`src/rtl/tremolo_lfo.sv`:
```
// Sample-rate tremolo: arithmetic right shift of each valid sample, with the shift swept by a triangle LFO.
// Optional square-wave chop mode is compiled in with `define TREMOLO_SQUARE_EN.
module tremolo_lfo #(
  parameter int DATA_WIDTH  = 32,
  parameter int SHIFT_WIDTH = 3,
  parameter int RATE_WIDTH  = 16
) (
  input  logic                          clk,
  input  logic                          reset,
  input  logic                          en,
  input  logic                          x_valid,
  input  logic signed [DATA_WIDTH-1:0]  x,
  input  logic        [RATE_WIDTH-1:0]  rate,
  input  logic        [SHIFT_WIDTH-1:0] depth,
`ifdef TREMOLO_SQUARE_EN
  input  logic                          mode,
`endif
  output logic signed [DATA_WIDTH-1:0]  y,
  output logic                          y_valid,
  output logic        [SHIFT_WIDTH-1:0] lfo_index
);

  typedef enum logic {DIR_UP = 1'b0, DIR_DOWN = 1'b1} dir_t;

  localparam logic [RATE_WIDTH-1:0]  RATE_ZERO = {RATE_WIDTH{1'b0}};
  localparam logic [RATE_WIDTH-1:0]  RATE_ONE  = RATE_WIDTH'(1);
  localparam logic [SHIFT_WIDTH-1:0] IDX_ZERO  = {SHIFT_WIDTH{1'b0}};
  localparam logic [SHIFT_WIDTH-1:0] IDX_ONE   = SHIFT_WIDTH'(1);

  logic signed [DATA_WIDTH-1:0]  y_r, y_nxt_s;
  logic                          y_valid_r;
  logic        [RATE_WIDTH-1:0]  cnt_r, cnt_nxt_s, rate_m1_s;
  logic        [SHIFT_WIDTH-1:0] idx_r, idx_nxt_s, idx_tri_s, idx_step_s;
  dir_t                          dir_r, dir_nxt_s, dir_tri_s, dir_step_s;
  logic                          step_s;

  assign rate_m1_s = (rate == RATE_ZERO) ? RATE_ZERO : (rate - RATE_ONE);
  assign step_s    = (cnt_r >= rate_m1_s);

  // Triangle step; a depth lowered below idx clamps to depth and heads down.
  always_comb begin
    idx_tri_s = idx_r;
    dir_tri_s = dir_r;
    if (idx_r > depth) begin
      idx_tri_s = depth;
      dir_tri_s = DIR_DOWN;
    end else if (dir_r == DIR_UP) begin
      if (idx_r >= depth) begin
        dir_tri_s = DIR_DOWN;
        idx_tri_s = (idx_r == IDX_ZERO) ? IDX_ZERO : (idx_r - IDX_ONE);
      end else begin
        idx_tri_s = idx_r + IDX_ONE;
      end
    end else begin
      if (idx_r == IDX_ZERO) begin
        dir_tri_s = DIR_UP;
        idx_tri_s = (depth == IDX_ZERO) ? IDX_ZERO : IDX_ONE;
      end else begin
        idx_tri_s = idx_r - IDX_ONE;
      end
    end
  end

  // Select the LFO waveform applied on a step.
  always_comb begin
    idx_step_s = idx_tri_s;
    dir_step_s = dir_tri_s;
`ifdef TREMOLO_SQUARE_EN
    if (mode) begin
      idx_step_s = (idx_r == IDX_ZERO) ? depth : IDX_ZERO;
      dir_step_s = dir_r;
    end else begin
      idx_step_s = idx_tri_s;
      dir_step_s = dir_tri_s;
    end
`endif
  end

  // Next state: LFO only moves on valid samples; bypass forces it back to its reset state.
  always_comb begin
    y_nxt_s   = y_r;
    cnt_nxt_s = cnt_r;
    idx_nxt_s = idx_r;
    dir_nxt_s = dir_r;
    if (x_valid) begin
      if (en) begin
        y_nxt_s = x >>> idx_r;
        if (step_s) begin
          cnt_nxt_s = RATE_ZERO;
          idx_nxt_s = idx_step_s;
          dir_nxt_s = dir_step_s;
        end else begin
          cnt_nxt_s = cnt_r + RATE_ONE;
        end
      end else begin
        y_nxt_s   = x;
        cnt_nxt_s = RATE_ZERO;
        idx_nxt_s = IDX_ZERO;
        dir_nxt_s = DIR_UP;
      end
    end else begin
      y_nxt_s = y_r;
    end
  end

  // State and output registers.
  always_ff @(posedge clk) begin
    if (reset) begin
      y_r       <= {DATA_WIDTH{1'b0}};
      y_valid_r <= 1'b0;
      cnt_r     <= RATE_ZERO;
      idx_r     <= IDX_ZERO;
      dir_r     <= DIR_UP;
    end else begin
      y_r       <= y_nxt_s;
      y_valid_r <= x_valid;
      cnt_r     <= cnt_nxt_s;
      idx_r     <= idx_nxt_s;
      dir_r     <= dir_nxt_s;
    end
  end

  assign y         = y_r;
  assign y_valid   = y_valid_r;
  assign lfo_index = idx_r;

endmodule

```
`config.mk`:
```
export PLATFORM = sky130hd
export DESIGN_NAME = tremolo_lfo
export DESIGN_NICKNAME = d
export VERILOG_FILES = /design/src/rtl/tremolo_lfo.sv
export SDC_FILE = /design/constraint.sdc
export NUM_CORES = 1
export LEC_CHECK = 0
export BUFFER_PORTS_ARGS = -buffer_cell sky130_fd_sc_hd__buf_4
export CAP_MARGIN = 20
export CORE_MARGIN = 4
export CORE_UTILIZATION = 30
export CTS_BUF_LIST = sky130_fd_sc_hd__clkbuf_2 sky130_fd_sc_hd__clkbuf_4 sky130_fd_sc_hd__clkbuf_8
export CTS_CLUSTER_DIAMETER = 60
export CTS_CLUSTER_SIZE = 40
export DETAILED_ROUTE_END_ITERATION = 8
export SLEW_MARGIN = 40
export SYNTH_ARGS = -nofsm -noshare
export SYNTH_HDL_FRONTEND = slang
export SYNTH_SLANG_ARGS = --single-unit
```
`constraint.sdc`:
```
create_clock -name clk -period 6 [get_ports clk]
set_input_delay 0.6 -clock clk [delete_from_list [all_inputs] [get_ports clk]]
set_output_delay 0.6 -clock clk [all_outputs]
set_load 0.02 [all_outputs]
```
Word-level counts from Yosys, hierarchy flattened
Index checks and enable logic that the tools add are counted. W data, S select, Z words.

Eq/ne operators: 1. Shifts and indexed selects: 1. Order comparisons: 3. Mux-type cells: 18. Reductions and logical operators: 4. $add $sub $neg: 4.

Operator list (number): $mux W16 (3); $mux W32 (1); $sshr A32 B3 Y32 (1); $mux W3 (7); $add A16 B1 Y16 const B (1); $ge A16 B16 Y1 (1); $logic_not A16 Y1 (1); $sub A16 B1 Y16 const B (1); $mux W1 (7); $logic_not A3 Y1 (2); $add A3 B1 Y3 const B (1); $ge A3 B3 Y1 (1); $gt A3 B3 Y1 (1); $sub A3 B1 Y3 const B (1); $ne A2 B1 Y1 const B (1); $reduce_and A2 Y1 (1).

Flip-flop bits (word level): 53. Logic and storage cells: 36. Output and inout port bits: 36.

Depth between registers and ports, before layout
Gate-level depths: netlist (run 1).

Depth in word-level cells: 7. Mapped depth: 13. Mapped depth without buffers: 12.

Worst setup path before layout (run 1)
OpenSTA, ideal clock, no wires.

Path type: input port to flip-flop. From: input rate[13]. To: register idx_r[2] (netlist: lfo_index[2]). Setup time: 0.121 ns. Data arrival time: 3.243 ns. Cell stages on the path: 11. Buffers on the path: 1. Required time: 5.879 ns. Slack: 2.635 ns. Path through: or4_1 nor2_1 nand4_1 and2_1 ha_1 nand2b_1 a2111o_1 a31oi_2 a21bo_1 buf_6 mux2_4.

Word-level cells in the longest chain between the ends: 5. Elaborated cells on any way between the ends: 6.

RTL lines: from (decl) (line 13) `input logic [RATE_WIDTH-1:0] rate,`; $sub A16 B1 Y16 or $logic_not A16 Y1 (tied branches) (line 37) `assign rate_m1_s = (rate == RATE_ZERO) ? RATE_ZERO : (rate - RATE_ONE);`; $mux W16 (*) (line 37); $ge A16 B16 Y1 (*) (line 38) `assign step_s = (cnt_r >= rate_m1_s);`; $ne A2 B1 Y1 (no line) (*); $reduce_and A2 Y1 (no line) (*); to (signal assigned) (line 118) `idx_r <= idx_nxt_s;`; to (decl) (line 33) `logic [SHIFT_WIDTH-1:0] idx_r, idx_nxt_s, idx_tri_s, idx_step_s;`.

Mark *: on every way between the ends. The rest lies on a longest branch, timed or not. A chain may end at the register's enable or synchronous reset.

Worst setup path in the final report (run 1)
Same ends and word-level chain as after synthesis.

==> out/summary.txt, run 1 <==
top-area cell type share of the netlist area: 24.6%
post-layout minimum cycle time: 3.71 ns
clock tree buffer depth: 2
CP arrival: 3.92 ns
worst vdd ir: 0.0800 mV
first-pass GRT wire length: 20.0 mm
slowest cell on the critical path: or4_1
Max Freq: 0.270 GHz
status: finished clean
Area growth syn-to-layout: 19.8%
relative slew slack: 60.2%
antenna violations before repair: 0
cell taking the most area after synthesis: dfxtp_1
Core Box Area: 14000 um2
DRC viols: 0
Post-DRT Antenna Nets: 0
syn nets: 599
Initial Utilization: 30.9%
Power Internal: 576 uW
Clock power frac: 25.3%
RSZ-0062 raised after global routing: false
Routed WL per cell: 15.7 um
dominant synthesized flop cell: dfxtp_1
family with the most delay on the worst path: simple AND/OR/NAND/NOR gates
count of cell types in the netlist: 57
pin count of the biggest net entering global routing: 52
Slew Limit Fails: 0
Net Sw Power: 271 uW
fillers: 1463
Seq/Total Area, Yosys: 24.6%
Pwr Density: 164 nW/um2
critical path class: in -> reg
Crit Path Max Fanout: 16
Multi-input gate area: 3040 um2
register area: 1060 um2
Post-Syn Instances: 518
die area: 16400 um2
vias in the first global route: 4218
most frequent cells in the layout: 93 x buf_4, 90 x nand2_1, 52 x dfxtp_1
Syn. warnings: 0
layout cells sized above 1: 24.6%
total power: 847 uW
Post-CTS Setup Repair Bufs: 0
DRT Pass-1 Iters: 4
clk slew on worst S/H paths: 0.11 ns
post-DP HPWL: 8.78 mm
I/O pin total: 91
Cell Area, Synth: 4320 um2
sw frac: 32.0%
Die X: 128 um
slowest cell delay on critical path: 0.55 ns
Flop pwr share: 44.8%
IO buf count: 90
syn_area_per_cell: 8.34 um2
crit-path cells: buf_4 -> or4_1 -> nor2_1 -> nand4_1 -> and2_1 -> ha_1 -> nand2b_1 -> a2111o_1 -> a31oi_2 -> a21bo_1 -> mux2_4
via count: 4044
Root Driver: clkbuf_8
Tot GR Track Use: 14.5%
total clock sinks: 53
asr flop ratio synth: 0%
Hold Crit Class: reg -> reg
Hold Fails Final Rpt: 0
DR vias/cell: 5.31
Max-Cap Viols: 0
Die Y: 128 um
post-cts sizing count: 0
flops & latches, synth: 53
final RePlAce weighted congestion: 0.817
CP Capture Type: flop
Worst Path Required: 6.21 ns
Least-Margin Pin Slew: 0.593 ns
clock skew: 0.00862 ns
hold_buf cts: 0
clock latency on the worst-skew pair: 0.31 ns
final setup violation count: 0
grt total ovfl: 0
commonest non-fill, non-tap cell in the layout: buf_4
EDFF count, synth: 0
final net count: 662
Post-Route WL: 12.0 mm
CP bufs+invs: 1
CTS buffer count: 5
Logic pwr share: 29.9%
H-tree depth: 2
largest cells by area after synthesis: dfxtp_1 25%, mux4_2 15%, nand2_1 7.9%
CTS tree: yes
CP startpoint kind: input port
fin crit share: 61.8%
row count: 43
initial DRC count: 272
setup TNS: 0 ns
ant diodes: 0
P_leak: 0.00207 uW
==> worst min-delay path, delay by kind of cell (launching register included) <==
kind	cells	cell delay, ns
AND/OR/NAND/NOR	1	0.06
flip-flops	1	0.32
AO/OA/AOI/OAI	1	0.07
==> final cells by class <==
type / instances / share of cell area [%]
multi-input cells: 413 / 58.7
flip-flops and latches: 53 / 20.5
repair buffers: 93 / 13.5
well taps: 180 / 4.35
clock buffers: 6 / 1.48
inverters: 15 / 1.11
clock inverters: 2 / 0.290
==> power by group through the flow <==
stage | clock, uW | combinational, uW | sequential (uW)
global placement | 0 | 249 | 388
global route | 236 | 280 | 382
floorplan | 0 | 141 | 407
finish | 214 | 253 | 380
detailed placement | 0 | 253 | 388
CTS | 222 | 255 | 380
==> layer usage <==
metal	global-route usage, %	share of wire [%]
met5	0	0
met3	3.62	6.3
met1	18.0	43
met4	3.31	1.4
met2	25.5	49
==> path summary, 6_finish.rpt <==
path / from / endpoint / slack [ns] / cells past startpoint
worst max register to register: lfo_index[0]$_SDFFE_PP0P_ / lfo_index[2]$_SDFFE_PP0P_ / 3.35 / 8
worst min-delay path: y[21]$_SDFFE_PP0P_ / y[21]$_SDFFE_PP0P_ / 0.49 / 2
worst min register to register: y[21]$_SDFFE_PP0P_ / y[21]$_SDFFE_PP0P_ / 0.49 / 2
worst max-delay path: rate[13] / lfo_index[2]$_SDFFE_PP0P_ / 2.29 / 11
==> Yosys cell counts, types with 3 or more instances <==
master,instances
nand2_1,91
dfxtp_1,53
a21oi_1,51
nand2b_1,35
mux4_2,29
ha_1,26
o22ai_1,26
clkbuf_1,25
nor3_1,18
nand3_1,17
xnor2_1,15
inv_1,14
nor2_1,14
o21ai_0,12
xor2_1,12
buf_2,6
nand4_1,6
mux2i_1,5
and3_1,4
a211oi_1,3
and2_1,3
buf_4,3
nor2b_1,3
o211ai_1,3
o221ai_1,3
==> through the flow <==
stage               cell area [um2]  utilization, %  setup slack (ns)  hold slack, ns  std cells
global placement               5080            36.3              2.01           0.475        754
floorplan                      4320               -              2.64           0.465        518
CTS                            5170            37.0              2.28           0.496        762
detailed placement             5080            36.3              1.93           0.473        754
finish                         5170            37.0              2.29           0.491        762
global route                   5170            37.0              2.03           0.516        762
==> kinds of logic after synthesis <==
kind of cell    synth area share, %
compound gates                 16.8
xor+xnor                       5.48
fa+ha+maj                      7.53
buf+inv                        5.13
flops                          24.6
mux                            17.2
simple gates                   23.4
==> flip-flops by register name, summed over array words and instances (netlist names) <==
signal	count
y	32
cnt_r	16
lfo_index	3
dir_r	1
y_valid	1
Note: power is estimated with default switching activity, not from simulation.
==> run 2, diff against run 1 <==
Settings changed: ABC_AREA from default to 1.
Clock period 6 ns to 3.7 ns, I/O delays scaled along.
==> out/summary.txt, run 2 <==
status: finished clean
Post-CTS Setup Repair Bufs: 0
Pwr Density: 291 nW/um2
fin crit share: 68.5%
Most Crowded Layer GR: met2
most frequent cells in the layout: 206 x nand2_1, 97 x buf_4, 77 x o21ai_0
Min Hold Slack: 0.311 ns
CP Capture Type: flop
asr flop ratio synth: 0%
commonest non-fill, non-tap cell in the layout: nand2_1
DR vias/cell: 4.89
CTS tree: yes
Hold Path Sink: y[27]$_SDFFE_PP0P_
EDFF count, synth: 0
Least-Margin Pin Slew: 0.640 ns
CP arrival: 2.80 ns
Hold Fails Final Rpt: 0
Post-DRT Antenna Nets: 0
Synth top cells by count: 206 x nand2_1, 77 x o21ai_0, 72 x a21oi_1
Core Box Area: 13900 um2
Area growth syn-to-layout: 21.4%
Post-Syn Instances: 689
Net Sw Power: 505 uW
ant diodes: 0
Crit Path Max Fanout: 14
Slew Limit Fails: 0
post-cts sizing count: 0
Die X: 127 um
placed cell area: 5040 um2
clock tree buffer depth: 2
Max-Cap Viols: 0
sw frac: 33.7%
total clock sinks: 53
DRC viols: 0
die area: 16100 um2
dpl cells: 931
CTS buffer count: 5
final setup violation count: 0
dominant synthesized flop cell: dfxtp_1
syn nets: 770
Logic pwr share: 30.8%
post-route cell area: 5150 um2
Power Internal: 994 uW
clock skew: 0.0111 ns
Syn. warnings: 0
setup slack, reg-to-reg: 1.60 ns
Flop pwr share: 41.5%
top-area cell type share of the netlist area: 25.0%
setup TNS: 0 ns
I/O pin total: 91
H-tree depth: 2
count of cell types in the netlist: 36
RR Startpoint: lfo_index[2]$_SDFFE_PP0P_
post-layout minimum cycle time: 2.53 ns
vias in the first global route: 4356
Seq/Total Area, Yosys: 25.0%
RSZ-0062 raised after global routing: false
critical path class: in -> reg
Worst Path Required: 3.96 ns
largest cells by area after synthesis: dfxtp_1 25%, nand2_1 18%, o21ai_0 9.1%
Hold Crit Class: in -> reg
Initial Utilization: 30.6%
Cell Area, Synth: 4250 um2
CP startpoint kind: input port
worst vdd ir: 0.161 mV
flops & latches, synth: 53
P_leak: 0.00241 uW
GR met2 Demand/Resource: 26.3%
most used standard cell by instance count after synthesis: nand2_1
grt total ovfl: 0
FF-to-FF End: lfo_index[2]$_SDFFE_PP0P_
Die Y: 127 um
final RePlAce weighted congestion: 0.837
HP Start: x[27]
via count: 4589
pin count of the biggest net entering global routing: 39
Clock power frac: 27.7%
Tot GR Track Use: 15.6%
final core utilization: 37.1%
Routed WL per cell: 13.3 um
initial DRC count: 213
layout cells sized above 1: 16.9%
reg2reg path depth: 10
IO buf count: 90
Post-Route WL: 12.5 mm
Setup crit start: rate[0]
clk slew on worst S/H paths: 0.10 ns
DRT Pass-1 Iters: 5
met1 usage: 20.4%
hold_buf cts: 0
post-DP HPWL: 9.42 mm
first-pass GRT wire length: 20.9 mm
row count: 43
hold path depth: 3
clock latency on the worst-skew pair: 0.32 ns
Root Driver: clkbuf_8
relative slew slack: 57.2%
post-route insts no fill: 939
antenna violations before repair: 0
max reg flops: 32
final net count: 839
syn_area_per_cell: 6.16 um2
Max Freq: 0.395 GHz
met3 Resource Use GR: 3.03%
cell taking the most area after synthesis: dfxtp_1
[run 2: worst max-delay path by stage]
stage	to	slack (ns)	cells past startpoint
2_1_floorplan	cnt_r[7]$_SDFFE_PP0P_	1.27	16
3_3_place_gp	cnt_r[15]$_SDFFE_PP0P_	0.84	18
3_5_place_dp	cnt_r[0]$_SDFFE_PP0P_	0.79	16
4_1_cts	cnt_r[0]$_SDFFE_PP0P_	1.16	16
5_1_grt	cnt_r[0]$_SDFFE_PP0P_	0.81	16
6_report	cnt_r[0]$_SDFFE_PP0P_	1.17	16
[run 2: worst max-delay path, stage by stage]
cell and delay (ns):
buf_4 0.11, inv_1 0.09, nand2_1 0.13, nor3_1 0.46
nand3_1 0.15, xor2_1 0.17, nand2_1 0.07, ha_1 0.29
nand2_1 0.10, o21bai_1 0.11, nand2_1 0.07, a21oi_2 0.11
nand2_2 0.12, nand2_4 0.12, nand2_4 0.14, a21oi_1 0.16
[run 2: cell type report]
type / instances / area, um2
Tap cell: 180 / 225
Clock buffer: 6 / 76.3
Multi-Input combinational cell: 561 / 2870
Clock inverter: 2 / 38.8
Sequential cell: 53 / 1060
Timing Repair Buffer: 97 / 728
Inverter: 40 / 153
Fill cell: 1555 / 8730
[run 2: stage by stage]
step | worst slack [ns] | total power, uW
after global placement | 0.837 | 1100
after floorplan | 1.27 | 927
final | 1.17 | 1500
after detailed placement | 0.794 | 1100
after CTS | 1.16 | 1520
after global routing | 0.813 | 1600
[run 2: logic make-up after synthesis]
| logic type | count (synthesis) | share of synthesized area, % |
|---|---|---|
| simple gates | 349 | 35.3 |
| compound gates | 165 | 20.3 |
| xor+xnor | 19 | 3.92 |
| flops | 53 | 25.0 |
| fa+ha+maj | 26 | 7.66 |
| mux | 2 | 0.472 |
| buf+inv | 75 | 7.34 |
[run 2: power groups by stage]
| stage | Sequential (uW) | Combinational [uW] | Clock [uW] |
|---|---|---|---|
| after floorplan | 669 | 258 | 0 |
| after global placement | 636 | 464 | 0 |
| after detailed placement | 636 | 463 | 0 |
| after CTS | 623 | 466 | 429 |
| after global routing | 626 | 525 | 453 |
| final | 622 | 461 | 415 |
[run 2: routing by layer]
layer	share of wire [%]	up-vias
li1	-	2439
met1	47	2029
met2	46	108
met3	5.3	13
met4	1.2	0
met5	0	-
==> run 3, diff against run 2 <==
Settings changed: ABC_AREA 1 to 0.
Clock period 3.7 ns to 2.2 ns, I/O delays scaled along.
==> out/summary.txt, run 3 (same netlist as run 1, synthesis figures left out) <==
status: complete, but fails checks
violated checks: negative setup slack
Initial Utilization: 30.9%
CP bufs+invs: 4
setup slack, reg-to-reg: 0.07 ns
Post-DRT Antenna Nets: 0
Min Hold Slack: 0.196 ns
Die X: 128 um
reg2reg path depth: 7
row count: 43
Worst Path Required: 2.41 ns
CP startpoint kind: input port
Max-Cap Viols: 0
RR Startpoint: lfo_index[0]$_SDFFE_PP0P_
P_leak: 0.00234 uW
post-route insts no fill: 802
Slew Limit Fails: 0
FF-to-FF End: lfo_index[2]$_SDFFE_PP0P_
CP arrival: 2.82 ns
pin count of the biggest net entering global routing: 42
worst vdd ir: 0.318 mV
fin worst setup slack: -0.407 ns
first-pass GRT wire length: 20.6 mm
commonest non-fill, non-tap cell in the layout: buf_4
Tot GR Track Use: 15.2%
Pwr Density: 452 nW/um2
I/O pin total: 91
DRC viols: 0
IO buf count: 90
Hold Crit Class: in -> reg
family with the most delay on the worst path: simple AND/OR/NAND/NOR gates
final setup violation count: 20
max reg flops: 32
CTS tree: yes
crit-path most repeated cell: nor4_4
crit-path cells: buf_8 -> nor4_4 -> buf_4 -> and3_4 -> nor2b_4 -> xor2_1 -> nand2_1 -> ha_4 -> nand4_1 -> nor4_4 -> a31oi_4 -> buf_6 -> a21boi_4 -> clkbuf_16 -> nor3_4
RSZ-0062 raised after global routing: true
fin crit share: 119%
post-DP HPWL: 9.34 mm
Area growth syn-to-layout: 34.1%
final RePlAce weighted congestion: 0.811
initial DRC count: 255
DRT Pass-1 Iters: 4
grt total ovfl: 0
vias in the first global route: 4214
Crit Path Max Fanout: 6
setup TNS: -7.44 ns
antenna violations before repair: 0
Max Freq: 0.384 GHz
die area: 16400 um2
Core Box Area: 14000 um2
clock latency on the worst-skew pair: 0.33 ns
CP Capture Type: flop
critical path class: in -> reg
layout cells sized above 1: 32.6%
CTS buffer count: 5
Die Y: 128 um
via count: 4245
post-layout minimum cycle time: 2.61 ns
most frequent cells in the layout: 124 x buf_4, 91 x nand2_1, 52 x dfxtp_1
Routed WL per cell: 15.5 um
Root Driver: clkbuf_8
slowest cell delay on critical path: 0.34 ns
dpl cells: 789
Hold Path Sink: y[31]$_SDFFE_PP0P_
slowest cell on the critical path: nor4_4
Least-Margin Pin Slew: 0.491 ns
register area: 1060 um2
final net count: 702
clk slew on worst S/H paths: 0.10 ns
Multi-input gate area: 3250 um2
ant diodes: 0
clock tree buffer depth: 2
DR vias/cell: 5.29
total clock sinks: 53
H-tree depth: 2
final core utilization: 41.4%
fillers: 1406
Hold Fails Final Rpt: 0
HP Start: x[31]
clock skew: 0.00436 ns
hold path depth: 3
Post-Route WL: 12.4 mm
relative slew slack: 66.4%
==> run 3: cell types whose count changed in the layout (fill, tap and decap cells not counted), sizes merged, moves of 9 or more <==
cell    change
o22ai      +26
buf        +35
nor2       -38
nand2b     +35
a21oi      -22
nand3      -48
inv        -25
xnor2       +9
nor3       +10
o21ai      -65
nand2     -118
mux4       +29
==> run 3: worst max path at each step <==
| stage | from | end | slack, ns | cells past startpoint |
|---|---|---|---|---|
| 3_3_place_gp | rate[13] | lfo_index[2]$_SDFFE_PP0P_ | -0.77 | 11 |
| 3_5_place_dp | rate[13] | lfo_index[0]$_SDFFE_PP0P_ | -0.84 | 12 |
| 5_1_grt | rate[5] | cnt_r[10]$_SDFFE_PP0P_ | -0.53 | 15 |
| 2_1_floorplan | rate[13] | lfo_index[2]$_SDFFE_PP0P_ | -0.70 | 11 |
| 6_report | rate[5] | cnt_r[10]$_SDFFE_PP0P_ | -0.41 | 15 |
| 4_1_cts | rate[10] | lfo_index[0]$_SDFFE_PP0P_ | -0.44 | 12 |
==> run 3: layout make-up <==
cell class | instances | share of cell area [%]
flip-flops and latches | 53 | 18.3
inverters | 15 | 0.972
well taps | 180 | 3.89
clock inverters | 3 | 1.12
multi-input cells | 413 | 56.1
clock buffers | 5 | 1.19
repair buffers | 133 | 18.4
==> run 3: worst min-delay path, cell delays in order <==
cell	delay, ns
buf_4	0.12
mux2i_1	0.07
nor2_1	0.07
==> run 3: layer usage <==
layer / part of all wire (%) / up-vias / track usage [%] / routed length, um
met4: 0.96 / 0 / 2.18 / 119
met5: 0 / - / 0 / 0
met3: 6.3 / 13 / 4.08 / 787
met1: 44 / 2015 / 19.9 / 5490
li1: - / 2089 / - / -
met2: 49 / 128 / 25.8 / 6030
==> run 3: timing repair <==
| item | CTS | global route |
|---|---|---|
| endpoints found under the hold margin | 0 | 0 |
| resized for setup | 26 | 4 |
| setup endpoints to repair | 20 | 20 |
| hold buffers | 0 | 0 |
| buffers inserted | 3 | 1 |
| gates cloned | 1 | 0 |
| pin swaps | 15 | 10 |
==> run 3: report_power, final <==
group | internal, uW | switching (uW) | total [uW]
logic | 382 | 395 | 777
registers | 1010 | 29.7 | 1040
clock network | 452 | 351 | 803
==> run 3: metrics by stage <==
stage	setup WS, ns	power [uW]	area, um2
2_1_floorplan	-0.702	1500	4410
3_3_place_gp	-0.774	1790	5450
3_5_place_dp	-0.836	1810	5450
4_1_cts	-0.437	2650	5770
5_1_grt	-0.530	2770	5790
6_report	-0.407	2620	5790
